--- config.mk ---
export PLATFORM = sky130hd
export DESIGN_NAME = mem_access_unit
export DESIGN_NICKNAME = d
export VERILOG_FILES = /design/src/rtl/mem_access_unit.sv
export SDC_FILE = /design/constraint.sdc
export NUM_CORES = 1
export LEC_CHECK = 0
export CAP_MARGIN = 20
export CORE_MARGIN = 2
export CORE_UTILIZATION = 35
export DETAILED_ROUTE_END_ITERATION = 16
export PLACE_DENSITY = 0.66
export SKIP_LAST_GASP = 1
export SYNTH_ARGS = -nofsm -noshare
export SYNTH_HDL_FRONTEND = slang
export SYNTH_SLANG_ARGS = --single-unit
--- constraint.sdc ---
create_clock -name clk -period 8.8 [get_ports clk]
set_input_delay 1.76 -clock clk [delete_from_list [all_inputs] [get_ports clk]]
set_output_delay 1.76 -clock clk [all_outputs]
set_load 0.1 [all_outputs]
--- src/rtl/mem_access_unit.sv ---
`default_nettype none
// ============================================================================
//  Module      : mem_access_unit
//  Description : MIPS memory-stage load/store engine. Generates byte lanes and
//                store data, runs a req/ack handshake and extends load data.
//  Revision    : 1.0  initial release
// ============================================================================
module mem_access_unit #(
    parameter int len_data    = 32,
    parameter int len_addr    = 11,
    parameter int len_mem_bus = 9,
    parameter int timeout     = 255
) (
    input  logic                   clk,
    input  logic                   reset,
    input  logic                   i_valid,
    input  logic [len_mem_bus-1:0] i_mem_bus,
    input  logic [len_data-1:0]    i_addr,
    input  logic [len_data-1:0]    i_wdata,
    output logic                   o_stall,
    output logic [len_data-1:0]    o_rdata,
    output logic                   o_rdata_valid,
    output logic                   o_misaligned,
    output logic                   o_bus_err,
    output logic                   o_mem_req,
    output logic                   o_mem_we,
    output logic [len_addr-1:0]    o_mem_addr,
    output logic [3:0]             o_mem_be,
    output logic [len_data-1:0]    o_mem_wdata,
    input  logic                   i_mem_ack,
    input  logic [len_data-1:0]    i_mem_rdata
);

    localparam int c_SB       = 7;
    localparam int c_SH       = 6;
    localparam int c_LB       = 5;
    localparam int c_LH       = 4;
    localparam int c_UNSIGNED = 3;
    localparam int c_MEMREAD  = 1;
    localparam int c_MEMWRITE = 0;
    localparam logic [7:0] c_TMO = 8'(timeout);

    typedef enum logic [1:0] {
        S_IDLE = 2'd0,
        S_BUSY = 2'd1,
        S_RESP = 2'd2
    } state_t;

    state_t               state_q;
    logic [7:0]           cnt_q;
    logic [1:0]           lo_q;
    logic                 byte_q;
    logic                 half_q;
    logic                 uns_q;
    logic                 req_q;
    logic                 we_q;
    logic [len_addr-1:0]  addr_q;
    logic [3:0]           be_q;
    logic [len_data-1:0]  wdata_q;
    logic [len_data-1:0]  rdata_q;
    logic                 rdata_valid_q;
    logic                 misaligned_q;
    logic                 bus_err_q;

    logic                 w_byte;
    logic                 w_half;
    logic                 w_access;
    logic                 w_misal;
    logic                 w_accept;
    logic [3:0]           w_be;
    logic [len_data-1:0]  w_wdata;
    logic [7:0]           w_lane8;
    logic [15:0]          w_lane16;
    logic [len_data-1:0]  w_ext;
    logic                 w_unused_bits;

    assign w_unused_bits = ^{i_mem_bus[8], i_mem_bus[2], i_addr[len_data-1:len_addr+2]};

    assign w_byte   = i_mem_bus[c_SB] | i_mem_bus[c_LB];
    assign w_half   = ~w_byte & (i_mem_bus[c_SH] | i_mem_bus[c_LH]);
    assign w_access = i_valid & (i_mem_bus[c_MEMREAD] | i_mem_bus[c_MEMWRITE]);
    assign w_misal  = (w_half & i_addr[0]) | (~w_byte & ~w_half & (i_addr[1:0] != 2'b00));
    assign w_accept = (state_q == S_IDLE) & w_access & ~w_misal;

    // Stall is gated by reset so an abandoned access releases the pipeline at once.
    assign o_stall = ~reset & (w_accept | (state_q == S_BUSY));

    always_comb begin
        w_be    = 4'b1111;
        w_wdata = i_wdata;
        if (w_byte) begin
            w_be    = 4'b0001 << i_addr[1:0];
            w_wdata = {4{i_wdata[7:0]}};
        end else if (w_half) begin
            w_be    = i_addr[1] ? 4'b1100 : 4'b0011;
            w_wdata = {2{i_wdata[15:0]}};
        end
    end

    always_comb begin
        w_lane8 = i_mem_rdata[7:0];
        case (lo_q)
            2'd1:    w_lane8 = i_mem_rdata[15:8];
            2'd2:    w_lane8 = i_mem_rdata[23:16];
            2'd3:    w_lane8 = i_mem_rdata[31:24];
            default: w_lane8 = i_mem_rdata[7:0];
        endcase
        w_lane16 = lo_q[1] ? i_mem_rdata[31:16] : i_mem_rdata[15:0];
        w_ext    = i_mem_rdata;
        if (byte_q) begin
            w_ext = uns_q ? {24'h0, w_lane8} : {{24{w_lane8[7]}}, w_lane8};
        end else if (half_q) begin
            w_ext = uns_q ? {16'h0, w_lane16} : {{16{w_lane16[15]}}, w_lane16};
        end
    end

    always_ff @(posedge clk or posedge reset) begin
        if (reset) begin
            state_q       <= S_IDLE;
            cnt_q         <= 8'd0;
            lo_q          <= 2'd0;
            byte_q        <= 1'b0;
            half_q        <= 1'b0;
            uns_q         <= 1'b0;
            req_q         <= 1'b0;
            we_q          <= 1'b0;
            addr_q        <= '0;
            be_q          <= 4'd0;
            wdata_q       <= '0;
            rdata_q       <= '0;
            rdata_valid_q <= 1'b0;
            misaligned_q  <= 1'b0;
            bus_err_q     <= 1'b0;
        end else begin
            rdata_valid_q <= 1'b0;
            misaligned_q  <= 1'b0;
            bus_err_q     <= 1'b0;
            case (state_q)
                S_IDLE: begin
                    if (w_access && w_misal) begin
                        misaligned_q <= 1'b1;
                    end else if (w_accept) begin
                        lo_q    <= i_addr[1:0];
                        byte_q  <= w_byte;
                        half_q  <= w_half;
                        uns_q   <= i_mem_bus[c_UNSIGNED];
                        we_q    <= i_mem_bus[c_MEMWRITE];
                        addr_q  <= i_addr[len_addr+1:2];
                        be_q    <= w_be;
                        wdata_q <= w_wdata;
                        req_q   <= 1'b1;
                        cnt_q   <= 8'd0;
                        state_q <= S_BUSY;
                    end
                end
                S_BUSY: begin
                    if (i_mem_ack) begin
                        req_q <= 1'b0;
                        if (!we_q) begin
                            rdata_q       <= w_ext;
                            rdata_valid_q <= 1'b1;
                        end
                        state_q <= S_RESP;
                    end else if (cnt_q == c_TMO) begin
                        req_q     <= 1'b0;
                        rdata_q   <= '0;
                        bus_err_q <= 1'b1;
                        state_q   <= S_RESP;
                    end else begin
                        cnt_q <= cnt_q + 8'd1;
                    end
                end
                S_RESP: begin
                    state_q <= S_IDLE;
                end
                default: begin
                    state_q <= S_IDLE;
                end
            endcase
        end
    end

    assign o_rdata       = rdata_q;
    assign o_rdata_valid = rdata_valid_q;
    assign o_misaligned  = misaligned_q;
    assign o_bus_err     = bus_err_q;
    assign o_mem_req     = req_q;
    assign o_mem_we      = we_q;
    assign o_mem_addr    = addr_q;
    assign o_mem_be      = be_q;
    assign o_mem_wdata   = wdata_q;

endmodule
`default_nettype wire

==> Implementation_results.wiki <==
{| class="wikitable"
! Metric !! Value
|-
| Run status || finished clean
|-
| Die outline area || between 10000 and 15000 µm²
|-
| Cts repair resizes || 0
|-
| Combinational group share of total power || 0.621
|-
| Y dimension of the die || between 100 and 150 µm
|-
| Count of input and output buffers || around 170
|-
| Share of the core filled with cells || 0.520
|-
| Share of post-route cells with drive strength above 1 || 0.119
|-
| Overall routing resource usage || 0.188
|-
| Buffers inserted by post-CTS timing repair || 0
|-
| Detailed-route DRC error count || 0
|-
| Count of pins on the block boundary || between 150 and 200
|-
| Post-route antenna net violation count || 0
|-
| Avg Synthesized Cell Area || 11.1 µm²
|-
| Initial core utilization || 0.358
|-
| Reg power frac || 0.253
|-
| Leakage power summed over all cells || between 2 and 3 nW
|-
| Net switching share of the total power || 0.566
|-
| Power density over the cells || 426 nW/µm²
|-
| Largest net degree at the start of global routing || 61
|-
| Fill count || between 1000 and 1500
|-
| Crit-path most repeated cell || clkdlybuf4s50_1
|-
| Fraction of registers with async set/reset || 1.00
|-
| Standard cell with the maximum stage delay on the critical path || clkdlybuf4s50_1
|-
| Yosys cell types || 46
|-
| Cell type contributing the most total cell area after synthesis || dfrtp_1
|-
| Cells along the critical path || clkdlybuf4s50_1 -> nor2_1 -> o21ai_2 -> a21oi_1 -> nor3_1 -> clkdlybuf4s50_1
|-
| Layout Cell Area excl Fill || just under 7000 µm²
|-
| Largest delay share family, worst path || buffers and inverters
|-
| Wire length of the first global-routing pass || around 21000 µm
|-
| Clock-pin slew reported for the worst setup and hold paths after clock tree synthesis || approximately 60 ps
|-
| Top fanout value on the critical path || 19
|-
| Post-layout min period || 6630 ps
|-
| Setup repair after global routing missed its margin || no
|-
| DR vias || ~4000
|-
| Worst setup skew after layout || just under 8 ps
|-
| Worst slack after detailed placement || about 2200 ps
|-
| Post-route setup slack || ~2200 ps
|-
| Slew at the pin closest to its max-slew limit || roughly 1100 ps
|-
| Number of setup violations in the final report || 0
|-
| Maximum level of the CTS H-tree || 3
|-
| Routed WL || ~13000 µm
|-
| Critical Path Start Type || input pin
|-
| Crit path required time || between 7000 and 8000 ps
|-
| Warning count from the yosys run || 0
|-
| Routability-driven placement congestion ratio || roughly 0.85
|-
| Most frequent cells after synthesis || 99 x dfrtp_1, 57 x nand2_1, 33 x mux2i_1, 31 x a21oi_1, 31 x mux2_2
|-
| Clock Sink Count || 99
|-
| Worst skew pair latency || approximately 350 ps
|-
| HP Class || flop to flop
|-
| Post-DR vias/cell || between 5 and 6
|-
| Combined buffer and inverter count along the critical path || 2
|-
| Number of hold buffers added after cts || 0
|-
| Sum of overflow across all layers after global routing || 0
|-
| Headroom to the max-slew limit || 0.273
|-
| Drt initial violations || 160
|-
| Count of mapped cells out of synthesis || about 430
|-
| Post-DP HPWL || approximately 9900 µm
|-
| Synth Register Bits || 99
|-
| Top cells by area, synth || dfrtp_1 52%, mux2_2 7.4%, mux2i_1 7.0%, nand2_1 4.5%, o211ai_1 4.0%
|-
| Most frequent cell after synthesis || dfrtp_1
|-
| Placed cell areas || about 6600 µm²
|-
| Highest cell delay on the worst timing path || approximately 980 ps
|-
| Hold violation count in the final report || 0
|-
| Data arrival time of the critical path || between 4000 and 5000 ps
|-
| Area of the placeable core || 13200 µm²
|-
| IR drop worst, VDD || 213 µV
|-
| Max-capacitance violation count || 0
|-
| Clock power share || 0.126
|-
| Antenna violations before repair || 0
|-
| Most common flop cell mapped by yosys || dfrtp_1
|-
| Total Nets Final || approximately 700
|-
| Number of diodes added for antenna fixing || 0
|-
| Std-Cell Rows || 42
|-
| Type of the worst setup path || input pin to primary output
|-
| Maximum buffer depth of the clock tree || 2
|-
| Power after layout || ~3 mW
|-
| DR WL/cell || approximately 18 µm
|-
| Netlist area before placement || roughly 4700 µm²
|-
| Post-synthesis net count || 539
|-
| Sw power || between 1.5 and 2 mW
|-
| Via count of the first global-routing pass || approximately 4000
|-
| Number of enable-type register cells in the synthesized netlist || 0
|-
| Post-route clock period utilization || 0.754
|-
| Total Negative Setup Slacks || 0 ps
|-
| CTS root buffer || clkbuf_16
|-
| Area growth from synthesis to final layout || 45.3%
|-
| Number of iterations in the first detailed-routing pass || 4
|-
| Area fraction of the dominant cell type after synthesis || 0.522
|-
| Sequential share of the synthesized area || 0.522
|-
| Clock buffer count from CTS || 9
|-
| CTS tree || yes
|-
| Internal cell power || 1.27 mW
|-
| Die boundary width || 120 µm
|-
| Fmax || ~0.15 GHz
|-
| Slew Viols, Final || 0
|-
| CP endpoint kind || primary output
|}
-- area by class of cell --
type	instances	area, µm²	share of cell area
clock buffer	13	250	0.0363
tap	176	220	0.0320
sequential	99	2480	0.359
inverter	3	13.8	0.00200
timing repair buffer	177	1770	0.256
multi-input combinational	295	2140	0.311
clock inverter	3	21.3	0.00309
-- per-layer routing --
layer  vias to the layer above  part of all wire  global-route usage
met3                        18             0.072              0.0712
met2                       113              0.49               0.299
li1                       1879                 -                   -
met5                         -                 0                   0
met1                      1952              0.42               0.239
met4                         0             0.018              0.0574
-- worst register-to-register path, cell delays in order, from the launching register on --
cell,delay (ps)
dfrtp_1,460
nor2_1,180
o211ai_1,260
a21oi_4,640
buf_4,450
mux2_2,390
-- worst paths after layout --
| kind | to | from | slack (ps) | depth (start not counted) |
|---|---|---|---|---|
| max | o_stall | i_mem_bus[5] | 2170 | 6 |
| max in group asynchronous | o_mem_addr[9]$_DFFE_PP0P_ | reset | 5820 | 3 |
| min reg2reg | o_mem_addr[10]$_DFFE_PP0P_ | o_mem_addr[10]$_DFFE_PP0P_ | 490 | 1 |
| max reg2reg | o_mem_addr[7]$_DFFE_PP0P_ | state_q[1]$_DFFE_PP0P_ | 6310 | 5 |
| min | o_mem_addr[10]$_DFFE_PP0P_ | o_mem_addr[10]$_DFFE_PP0P_ | 490 | 1 |
| min in group asynchronous | o_mem_addr[10]$_DFFE_PP0P_ | reset | 1830 | 2 |
-- placed cells by master (no fill, tap or decap), types with 2 or more instances in the layout --
| cell | instances |
|---|---|
| clkdlybuf4s50_1 | 172 |
| mux4_2 | 8 |
| a21oi_1 | 30 |
| a31oi_1 | 9 |
| nand3_1 | 2 |
| nor3_1 | 2 |
| or2_2 | 2 |
| clkbuf_1 | 3 |
| o211ai_1 | 25 |
| nor3b_1 | 2 |
| inv_1 | 2 |
| nor2_1 | 28 |
| clkbuf_16 | 9 |
| mux2_1 | 3 |
| o21ai_0 | 21 |
| o22ai_1 | 2 |
| nand2_1 | 57 |
| mux2i_1 | 33 |
| a22o_1 | 9 |
| xnor2_1 | 2 |
| dfrtp_1 | 99 |
| a211oi_1 | 2 |
| mux2_2 | 31 |
| buf_4 | 4 |
| nand2b_1 | 2 |
-- per-stage QoR --
stage | hold WS (ps) | cells
after floorplan | 489 | 429
after global placement | 476 | 749
after detailed placement | 478 | 749
after CTS | 494 | 765
after global routing | 508 | 766
final | 487 | 766
-- kinds of logic after synthesis --
family / after synthesis / share of synthesized area
buffers and inverters: 35 / 0.0316
AOI/OAI and AO/OA: 112 / 0.154
and+or+nand+nor: 104 / 0.0955
DFF: 99 / 0.522
xor gates and xnor gates: 3 / 0.00554
muxes: 75 / 0.188
adders and majority gates: 1 / 0.00264
-- state kept, by name, summed over array words and instances, names as in the netlist --
name / flops
byte_q: 1
cnt_q: 8
half_q: 1
lo_q: 2
o_bus_err: 1
o_mem_addr: 11
o_mem_be: 4
o_mem_req: 1
o_mem_wdata: 32
o_mem_we: 1
o_misaligned: 1
o_rdata: 32
o_rdata_valid: 1
state_q: 2
uns_q: 1
-- power by group through the flow --
stage,Clock [mW],Combinational (mW),Sequential (mW)
2_1_floorplan,0,0.307,1.82
3_3_place_gp,0,1.82,0.744
3_5_place_dp,0,1.83,0.751
4_1_cts,0.380,1.83,0.744
5_1_grt,0.404,1.88,0.766
6_report,0.370,1.82,0.742
(Power assumes the default switching activity.)
